File: config.mk
export PLATFORM = sky130hd
export DESIGN_NAME = eth_frame_gen_flat
export DESIGN_NICKNAME = d
export VERILOG_FILES = /design/src/rtl/eth_frame_gen_if.sv /design/src/rtl/eth_frame_gen.sv /design/src/flat_wrapper.sv
export SDC_FILE = /design/constraint.sdc
export NUM_CORES = 1
export LEC_CHECK = 0
export CORE_MARGIN = 3
export CORE_UTILIZATION = 55
export CTS_CLUSTER_DIAMETER = 50
export DETAILED_ROUTE_END_ITERATION = 8
export GPL_TIMING_DRIVEN = 0
export HOLD_SLACK_MARGIN = 0.06
export PLACE_DENSITY = 0.8
export SLEW_MARGIN = 20
export SYNTH_ARGS = -nofsm -noshare
export SYNTH_HDL_FRONTEND = slang
export SYNTH_SLANG_ARGS = --single-unit
File: constraint.sdc
create_clock -name sys_clk -period 6 [get_ports sys_clk]
set_clock_uncertainty 0.1 [all_clocks]
set_input_delay 0.6 -clock sys_clk [delete_from_list [all_inputs] [get_ports sys_clk]]
set_output_delay 0.6 -clock sys_clk [all_outputs]
set_load 0.03 [all_outputs]
File: src/rtl/eth_frame_gen_if.sv
// Avalon-ST transmit bus between the frame generator and the TSE MAC.
// The master drives the beats. The slave returns ready, with ready latency 0.
interface eth_frame_gen_if;
  logic [31:0] out_data;
  logic        out_sop;
  logic        out_eop;
  logic [1:0]  out_empty;
  logic        out_valid;
  logic        out_ready;

  modport master (
    output out_data,
    output out_sop,
    output out_eop,
    output out_empty,
    output out_valid,
    input  out_ready
  );

  modport slave (
    input  out_data,
    input  out_sop,
    input  out_eop,
    input  out_empty,
    input  out_valid,
    output out_ready
  );
endinterface

File: src/rtl/eth_frame_gen.sv
// Ethernet frame source: fixed MACs/EtherType, 16-bit sequence number, byte-index payload.
// sop is valid 1 cycle after launch; beats hold stable while out_ready is low; no bubbles within a frame.
module eth_frame_gen #(
  parameter logic [47:0] DST_MAC   = 48'hFFFF_FFFF_FFFF,
  parameter logic [47:0] SRC_MAC   = 48'h0002_0304_0506,
  parameter logic [15:0] ETHERTYPE = 16'h88B5
) (
  input  logic                   sys_clk,
  input  logic                   reset_n,
  input  logic                   start,
  input  logic                   continuous,
  input  logic [10:0]            payload_len,
  input  logic [15:0]            gap_cycles,
  eth_frame_gen_if.master        tx,
  output logic                   busy,
  output logic [31:0]            frame_count
);

  typedef enum logic [1:0] {IDLE, SEND, GAP} state_t;

  state_t      state_q, state_n;
  logic [10:0] tot_q, tot_n;
  logic [15:0] gap_q, gap_n;
  logic [15:0] gap_cnt_q, gap_cnt_n;
  logic [8:0]  idx_q, idx_n;
  logic [15:0] seq_q, seq_n;
  logic [31:0] cnt_q, cnt_n;
  logic        launch;

  logic [31:0] data_n;
  logic        sop_n, eop_n, valid_n;
  logic [1:0]  empty_n;
  logic [8:0]  last_n;

  // Total frame bytes: the 14-byte header plus the clamped payload.
  function automatic logic [10:0] total_len(input logic [10:0] plen);
    logic [10:0] l;
    l = plen;
    if (plen < 11'd46)
      l = 11'd46;
    else if (plen > 11'd1500)
      l = 11'd1500;
    return l + 11'd14;
  endfunction

  function automatic logic [7:0] frame_byte(input logic [10:0] k, input logic [15:0] seq,
                                            input logic [10:0] tot);
    logic [15:0][7:0] hdr;
    hdr = {DST_MAC, SRC_MAC, ETHERTYPE, seq};
    if (k >= tot)
      return 8'h00;
    else if (k < 11'd16)
      return hdr[~k[3:0]];
    else
      return k[7:0];
  endfunction

  function automatic logic [31:0] beat_word(input logic [8:0] idx, input logic [15:0] seq,
                                            input logic [10:0] tot);
    logic [31:0] w;
    w = '0;
    for (int j = 0; j < 4; j++)
      w[31-8*j -: 8] = frame_byte({idx, 2'b00} + 11'(j), seq, tot);
    return w;
  endfunction

  always_comb begin
    state_n   = state_q;
    tot_n     = tot_q;
    gap_n     = gap_q;
    gap_cnt_n = gap_cnt_q;
    idx_n     = idx_q;
    seq_n     = seq_q;
    cnt_n     = cnt_q;
    launch    = 1'b0;

    case (state_q)
      IDLE: begin
        if (start || continuous)
          launch = 1'b1;
      end
      SEND: begin
        if (tx.out_valid && tx.out_ready) begin
          if (tx.out_eop) begin
            seq_n = seq_q + 16'd1;
            cnt_n = cnt_q + 32'd1;
            if (continuous && gap_q == 16'd0) begin
              launch = 1'b1;
            end else if (gap_q != 16'd0) begin
              state_n   = GAP;
              gap_cnt_n = gap_q;
            end else begin
              state_n = IDLE;
            end
          end else begin
            idx_n = idx_q + 9'd1;
          end
        end
      end
      GAP: begin
        if (gap_cnt_q <= 16'd1) begin
          if (continuous)
            launch = 1'b1;
          else
            state_n = IDLE;
        end else begin
          gap_cnt_n = gap_cnt_q - 16'd1;
        end
      end
      default: state_n = IDLE;
    endcase

    if (launch) begin
      state_n = SEND;
      tot_n   = total_len(payload_len);
      gap_n   = gap_cycles;
      idx_n   = 9'd0;
    end

    // The output register always holds the beat selected by the next index, so a stall reloads identical values.
    last_n  = 9'((tot_n + 11'd3) >> 2) - 9'd1;
    valid_n = 1'b0;
    sop_n   = 1'b0;
    eop_n   = 1'b0;
    empty_n = 2'd0;
    data_n  = 32'd0;
    if (state_n == SEND) begin
      valid_n = 1'b1;
      sop_n   = (idx_n == 9'd0);
      eop_n   = (idx_n == last_n);
      empty_n = eop_n ? (2'd0 - tot_n[1:0]) : 2'd0;
      data_n  = beat_word(idx_n, seq_n, tot_n);
    end
  end

  always_ff @(posedge sys_clk or negedge reset_n) begin
    if (!reset_n) begin
      state_q      <= IDLE;
      tot_q        <= '0;
      gap_q        <= '0;
      gap_cnt_q    <= '0;
      idx_q        <= '0;
      seq_q        <= '0;
      cnt_q        <= '0;
      busy         <= 1'b0;
      tx.out_valid <= 1'b0;
      tx.out_sop   <= 1'b0;
      tx.out_eop   <= 1'b0;
      tx.out_empty <= 2'd0;
      tx.out_data  <= 32'd0;
    end else begin
      state_q      <= state_n;
      tot_q        <= tot_n;
      gap_q        <= gap_n;
      gap_cnt_q    <= gap_cnt_n;
      idx_q        <= idx_n;
      seq_q        <= seq_n;
      cnt_q        <= cnt_n;
      busy         <= (state_n != IDLE);
      tx.out_valid <= valid_n;
      tx.out_sop   <= sop_n;
      tx.out_eop   <= eop_n;
      tx.out_empty <= empty_n;
      tx.out_data  <= data_n;
    end
  end

  assign frame_count = cnt_q;

endmodule

File: src/flat_wrapper.sv
// flat-port wrapper written by rule: the top's interface ports become plain ports
module eth_frame_gen_flat 
#(
  parameter logic [47:0] DST_MAC   = 48'hFFFF_FFFF_FFFF,
  parameter logic [47:0] SRC_MAC   = 48'h0002_0304_0506,
  parameter logic [15:0] ETHERTYPE = 16'h88B5
)
  (sys_clk, reset_n, start, continuous, payload_len, gap_cycles, busy, frame_count, tx_out_data, tx_out_sop, tx_out_eop, tx_out_empty, tx_out_valid, tx_out_ready);
  eth_frame_gen_if tx_i ();
  input  logic sys_clk;
  input  logic reset_n;
  input  logic start;
  input  logic continuous;
  input  logic [10:0] payload_len;
  input  logic [15:0] gap_cycles;
  output logic busy;
  output logic [31:0] frame_count;
  output wire logic [$bits(tx_i.out_data)-1:0] tx_out_data;
  output wire logic [$bits(tx_i.out_sop)-1:0] tx_out_sop;
  output wire logic [$bits(tx_i.out_eop)-1:0] tx_out_eop;
  output wire logic [$bits(tx_i.out_empty)-1:0] tx_out_empty;
  output wire logic [$bits(tx_i.out_valid)-1:0] tx_out_valid;
  input wire logic [$bits(tx_i.out_ready)-1:0] tx_out_ready;
  assign tx_out_data = tx_i.out_data;
  assign tx_out_sop = tx_i.out_sop;
  assign tx_out_eop = tx_i.out_eop;
  assign tx_out_empty = tx_i.out_empty;
  assign tx_out_valid = tx_i.out_valid;
  assign tx_i.out_ready = tx_out_ready;
  eth_frame_gen #(.DST_MAC(DST_MAC), .SRC_MAC(SRC_MAC), .ETHERTYPE(ETHERTYPE)) u_core (.sys_clk(sys_clk), .reset_n(reset_n), .start(start), .continuous(continuous), .payload_len(payload_len), .gap_cycles(gap_cycles), .tx(tx_i), .busy(busy), .frame_count(frame_count));
endmodule
==> summary.txt <==
Detailed routing
  – Wire length on met1: 8.76 mm
  – Mean number of vias per cell: 5.87
  – Max layer used: met4
  – Overall routed net length: 19.7 mm
  – Total vias in the final route: 6903
  – Count of nets left with antenna violations after detail routing: 0
  – Wire length per cell: 16.8 um
  – Number of iterations in the first detailed-routing pass: 5
  – Amount of wire on met2 after detailed routing: 9.43 mm
  – Length of routed met3 wiring: 1.19 mm
  – Violation count after the first detailed-route iteration: 717
  – Remaining design rule violation count: 0

Timing
  – Least-Margin Pin Slew: 0.713 ns
  – Hold violation total from the final report: 0
  – RSZ-0062 raised after global routing: no
  – Setup violations, final: 0
  – Max-slew violation count: 0
  – Final WS setup: 0.451 ns
  – Share of the cycle needed by the critical path after routing: 92.5%
  – Final min period: 5.55 ns
  – Maximum clock frequency: 0.180 GHz
  – Max transition margin: 52.0%

Critical path
  – Worst R2R Path Depth: 19
  – Critical path data required time: 6.19 ns
  – Data arrival time at the worst-slack endpoint: 5.74 ns
  – R2R Path Start: u_core.gap_cnt_q[8]
  – Largest fanout on the critical path: 10
  – Setup CP Type: flop to flop
  – Crit Reg-Reg Endpoint: u_core.tx.out_empty[1]
  – Register-to-register path setup slack: 0.45 ns
  – Element type at the critical path end: flop
  – Critical path startpoint category: flop

Clock tree
  – Clk root buf: sky130_fd_sc_hd__clkbuf_16
  – CTS tree: yes
  – CTS clk-pin slew, worst paths: 0.06 ns
  – Sinks on the clock net: 139
  – Clock insertion delay at the later pin of the skew report: 0.43 ns
  – Total setup buffers inserted after CTS: 0
  – Num CTS Buffers: 17
  – H-tree levels: 4
  – Clock Path Buffers: 2

Synthesis
  – Portion of synthesized cell area occupied by the leading cell type: 44.2%
  – Yosys synthesis warning count: 0
  – Commonest cells in the netlist: sky130_fd_sc_hd__dfrtp_1 (139), sky130_fd_sc_hd__nand2_1 (103), sky130_fd_sc_hd__nor2_1 (88)
  – Cell with the most instances after synthesis: sky130_fd_sc_hd__dfrtp_1
  – Post-synthesis async set-or-reset flop share: 100%
  – Number of enable-type register cells in the synthesized netlist: 0
  – Post-synthesis instance area: 7860 um^2
  – Number of unique standard cell types used by synthesis: 87
  – Sequential element share of the synthesized area: 44.2%
  – Cells taking the most area after synthesis: sky130_fd_sc_hd__dfrtp_1 (44%), sky130_fd_sc_hd__xnor2_1 (6.5%), sky130_fd_sc_hd__nand2_1 (4.9%), sky130_fd_sc_hd__nor2_1 (4.2%), sky130_fd_sc_hd__a21oi_1 (3.6%)
  – Primary flip-flop cell chosen by synthesis mapping: sky130_fd_sc_hd__dfrtp_1
  – Synth Instances: 862
  – Cell accounting for the most synthesized area: sky130_fd_sc_hd__dfrtp_1
  – FF+latch count, synth: 139
  – Post-Syn Nets: 914
  – Average cell area after synthesis: 9.12 um^2

Worst hold path
  – Worst hold endpoint: u_core.seq_q[15]
  – Hold Path Origin: u_core.seq_q[15]
  – Min-Delay Path Depth: 1
  – HP Class: flop to flop

Floorplanning
  – Ports placed on the boundary: 102
  – Area of the core: 13900 um^2
  – DIE AREA: 15800 um^2
  – Die extent in x: 126 um
  – Standard-cell row count: 43
  – Effective utilization at floorplan: 56.4%
  – Height of the chip: 126 um

Placement
  – Half-perimeter wire length of the detailed placement result: 14.0 mm
  – Total of buffers placed on input and output ports: 99
  – Pre-CTS setup slack: -0.0268 ns
  – Placed Area: 9110 um^2
  – RePlAce Congestion: 0.914

Power and ir drop
  – Worst vdd rail ir drop: 290 uV
  – Pwr Density: 476 nW/um^2
  – Static leakage: 4.24 nW

Global routing
  – Global-route wire length before repair: 32.4 mm
  – Global route overflow: 0
  – Vias in the first global route: 6576
  – Pin count of the biggest net entering global routing: 97
  – Antenna violations before repair: 0
  – Total routing resource utilization after global routing: 25.0%

Finish
  – Area grow syn2layout: 23.6%
  – Total number of nets in the final design: 1034
  – Proportion of layout cells with a drive suffix above 1: 8.24%
  – Number of diodes added for antenna fixing: 0
  – Area of all placed cells without fillers: 9720 um^2

Flow run
  – Number of max-cap violations: 0

Status
  – Outcome: completed
==> metal layers <==
layer	track usage [%]	up-vias
met5	0	-
met4	7.84	0
met3	5.55	32
met2	39.5	248
met1	34.7	3353
li1	-	3270
==> where the power goes <==
part	switching [mW]	internal (mW)	total, mW
clock	0.416	0.635	1.05
sequential	0.174	1.20	1.37
combinational	1.35	0.843	2.20
total	1.95	2.68	4.62
==> critical path, cell delays in order, from the launching register on <==
cell                       delay [ns]
sky130_fd_sc_hd__dfrtp_1         0.45
sky130_fd_sc_hd__or4_4           0.56
sky130_fd_sc_hd__nor4_4          0.36
sky130_fd_sc_hd__a41oi_4         0.27
sky130_fd_sc_hd__nand2_4         0.16
sky130_fd_sc_hd__buf_8           0.17
sky130_fd_sc_hd__nand3_1         0.11
sky130_fd_sc_hd__and2_2          0.21
sky130_fd_sc_hd__clkbuf_4        0.17
sky130_fd_sc_hd__ha_1            0.19
sky130_fd_sc_hd__clkbuf_1        0.21
sky130_fd_sc_hd__or4_1           0.56
sky130_fd_sc_hd__nand3_2         0.17
sky130_fd_sc_hd__inv_1           0.06
sky130_fd_sc_hd__ha_1            0.32
sky130_fd_sc_hd__o32ai_1         0.28
sky130_fd_sc_hd__a32oi_1         0.07
sky130_fd_sc_hd__nor4_1          0.38
sky130_fd_sc_hd__o21ai_0         0.23
sky130_fd_sc_hd__nor4_1          0.38
==> flip-flops by register name, summed over array words and instances, names as in the netlist, 9 cells and up <==
signal              count
u_core.frame_count     32
u_core.tx.out_data     31
u_core.gap_cnt_q       16
u_core.gap_q           16
u_core.seq_q           16
u_core.tot_q           11
u_core.idx_q            9
==> metrics by stage <==
stage	hold slack, ns	total power, mW	cells	util, %	setup TNS [ns]
global route	0.388	4.90	1175	69.7	0
detailed placement	0.356	3.53	1142	65.4	-0.0268
CTS	0.364	4.61	1175	69.7	0
global placement	0.351	3.48	1141	65.2	-166.41
floorplan	0.204	2.86	862	-	0
finish	0.364	4.62	1175	69.7	0
==> placed cells by master (no fill, tap or decap), types with 5 or more instances in the layout <==
cell type | Yosys | layout
sky130_fd_sc_hd__nor3b_1 | 8 | 8
sky130_fd_sc_hd__or2_2 | 5 | 5
sky130_fd_sc_hd__nand4_1 | 14 | 14
sky130_fd_sc_hd__and2_1 | 5 | 5
sky130_fd_sc_hd__dfrtp_1 | 139 | 139
sky130_fd_sc_hd__clkinvlp_4 | 0 | 6
sky130_fd_sc_hd__a21oi_1 | 57 | 57
sky130_fd_sc_hd__and4_1 | 6 | 6
sky130_fd_sc_hd__nor3_1 | 38 | 38
sky130_fd_sc_hd__inv_1 | 31 | 31
sky130_fd_sc_hd__a21o_1 | 7 | 7
sky130_fd_sc_hd__nor2_1 | 88 | 87
sky130_fd_sc_hd__clkbuf_1 | 24 | 24
sky130_fd_sc_hd__clkdlybuf4s50_1 | 0 | 98
sky130_fd_sc_hd__o21ai_0 | 37 | 37
sky130_fd_sc_hd__xor2_1 | 24 | 24
sky130_fd_sc_hd__and3_1 | 14 | 14
sky130_fd_sc_hd__clkbuf_16 | 0 | 17
sky130_fd_sc_hd__nor2b_1 | 5 | 5
sky130_fd_sc_hd__nand2b_1 | 10 | 10
sky130_fd_sc_hd__nand3_1 | 52 | 52
sky130_fd_sc_hd__xnor2_1 | 58 | 58
sky130_fd_sc_hd__ha_1 | 20 | 20
sky130_fd_sc_hd__nor4_1 | 8 | 8
sky130_fd_sc_hd__nand2_1 | 103 | 103
sky130_fd_sc_hd__o211ai_1 | 6 | 6
sky130_fd_sc_hd__mux2i_1 | 5 | 5
==> worst max-delay path by stage <==
stage	startpoint	end	slack, ns	cells past startpoint
2_1_floorplan	u_core.gap_cnt_q[4]	u_core.tx.out_empty[0]	1.35	19
3_3_place_gp	reset_n	u_core.tot_q[10]	-1.21	1
3_5_place_dp	continuous	u_core.tx.out_data[8]	-0.03	21
4_1_cts	continuous	u_core.tx.out_data[8]	0.34	21
5_1_grt	u_core.gap_cnt_q[0]	u_core.tx.out_empty[1]	0.09	17
6_report	u_core.gap_cnt_q[8]	u_core.tx.out_empty[1]	0.45	19
==> layout make-up <==
type                       instances  area [um^2]
sequential                       139         3480
tap                              180          225
clock inverter                    13          141
multi-input combinational        656         4080
buffer                            35          183
timing repair buffer             101         1030
clock buffer                      19          453
inverter                          32          120
fill                            1074         4220
==> logic make-up after synthesis <==
logic type	after synthesis	synth area share, %
DFF	139	44.2
AOI/OAI and AO/OA	164	13.8
buffers and inverters	67	3.85
xor gates and xnor gates	82	9.13
and+or+nand+nor	378	24.0
adders and majority gates	20	3.18
muxes	12	1.75
==> repair_timing <==
action                                  in CTS  in global routing
hold buffers                                 1                  0
resized for setup                            0                  1
endpoints found under the hold margin       43                  0
endpoints found under the setup margin       0                  5
(Power assumes the default switching activity.)
==> RTL edit: new RTL, same settings <==
Re-encode `state_t` (3 states) as one-hot, 3 bits wide.
--- a/src/rtl/eth_frame_gen.sv
+++ b/src/rtl/eth_frame_gen.sv
@@ -18,3 +18,3 @@
 
-  typedef enum logic [1:0] {IDLE, SEND, GAP} state_t;
+  typedef enum logic [2:0] {IDLE = 3'b001, SEND = 3'b010, GAP = 3'b100} state_t;
 
Function: no difference found for any inputs over 4 cycles, from zero or initial values and one cycle with reset_n low; so few cycles prove little.
==> RTL edit against the unedited design <==
- sequential power down 7%
- highest routed layer unchanged
- sequential cell count up 1
- design area down 4.5%
- total power down 13%
- routed wire length down 2.8%
- synthesized cell count down 8.2%
- synthesized area down 5.2%
- worst setup slack worse by 0.080 ns
- clock power down 6%
- register-to-register slack better by 0.03 ns
- largest cell class unchanged
- via count down 6.1%
- non-clock buffer count down 8
- final cell count down 6.6%
==> RTL edit: results (changes against the unedited design) <==
inverters: 30  # -6.3%
synth_common_cells: "dfrtp_1, nand2_1, nor2_1"
synthAdderAreaFrac: 0.0336  # +0.00174
reg2regPathDepth: 22  # +3
placed_cells: 1064  # -6.8%
fillers: 977  # -9.0%
numPortBuffers: 100  # +1.0%
r2r_slack_ns: 0.48  # +0.03 ns
r2r_start: "u_core.gap_cnt_q[4]"
cp_slowest_cell: "nor4_1"
final_cell_area_mm2: 0.00929  # -4.5%
totalWireLength_um: 19200  # -2.8%
synth_cell_types: 74  # -15%
synth_compound_area_frac: 0.119  # -0.0185
status: "completed"
holdWs_ns: 0.370  # +0.00660 ns
slowest_delay_ns: 0.61  # +0.05 ns
clkbuf_count: 18  # -1
place_area_mm2: 0.00870  # -4.5%
dp_slack_ns: -0.116  # -0.0891 ns
grt_pass1_vias: 6343  # -3.5%
grt_pass1_wl_um: 31500  # -2.8%
drive_above_1_share: 0.0832  # +0.000831
grt_max_degree: 81  # -16%
num-nonclk-buffers: 128  # -5.9%
RTL edit: changes by cell type after synthesis, moves of 4 or more:
cell	before	now
clkbuf_1	24	15
nor4_1	8	16
o211ai_1	6	2
a21oi_1	57	48
nand3_1	52	32
inv_1	31	27
nor2_1	88	79
nand4_1	14	20
o21ai_0	37	33
o2111ai_1	4	0
nand2_1	103	95
RTL edit: routing by layer:
metal  track usage  vias up  part of all wire
met5             0        -                 0
met4        0.0721        0             0.015
met3        0.0627       34             0.064
met2         0.421      239              0.48
met1         0.368     3191              0.44
li1              -     3019                 -
RTL edit: report_power, final:
part / total [mW] / internal [mW] / switching, mW / leakage, nW
Sequential: 1.28 / 1.16 / 0.120 / 1.77
Clock: 0.982 / 0.580 / 0.403 / 0.264
Combinational: 1.77 / 0.693 / 1.07 / 2.02
RTL edit: timing repair:
action | 4_1_cts | 5_1_grt
hold buffers | 1 | 0
setup endpoints to repair | 0 | 5
setup buffers | 0 | 0
hold endpoints to repair | 59 | 0
resized for setup | 0 | 1
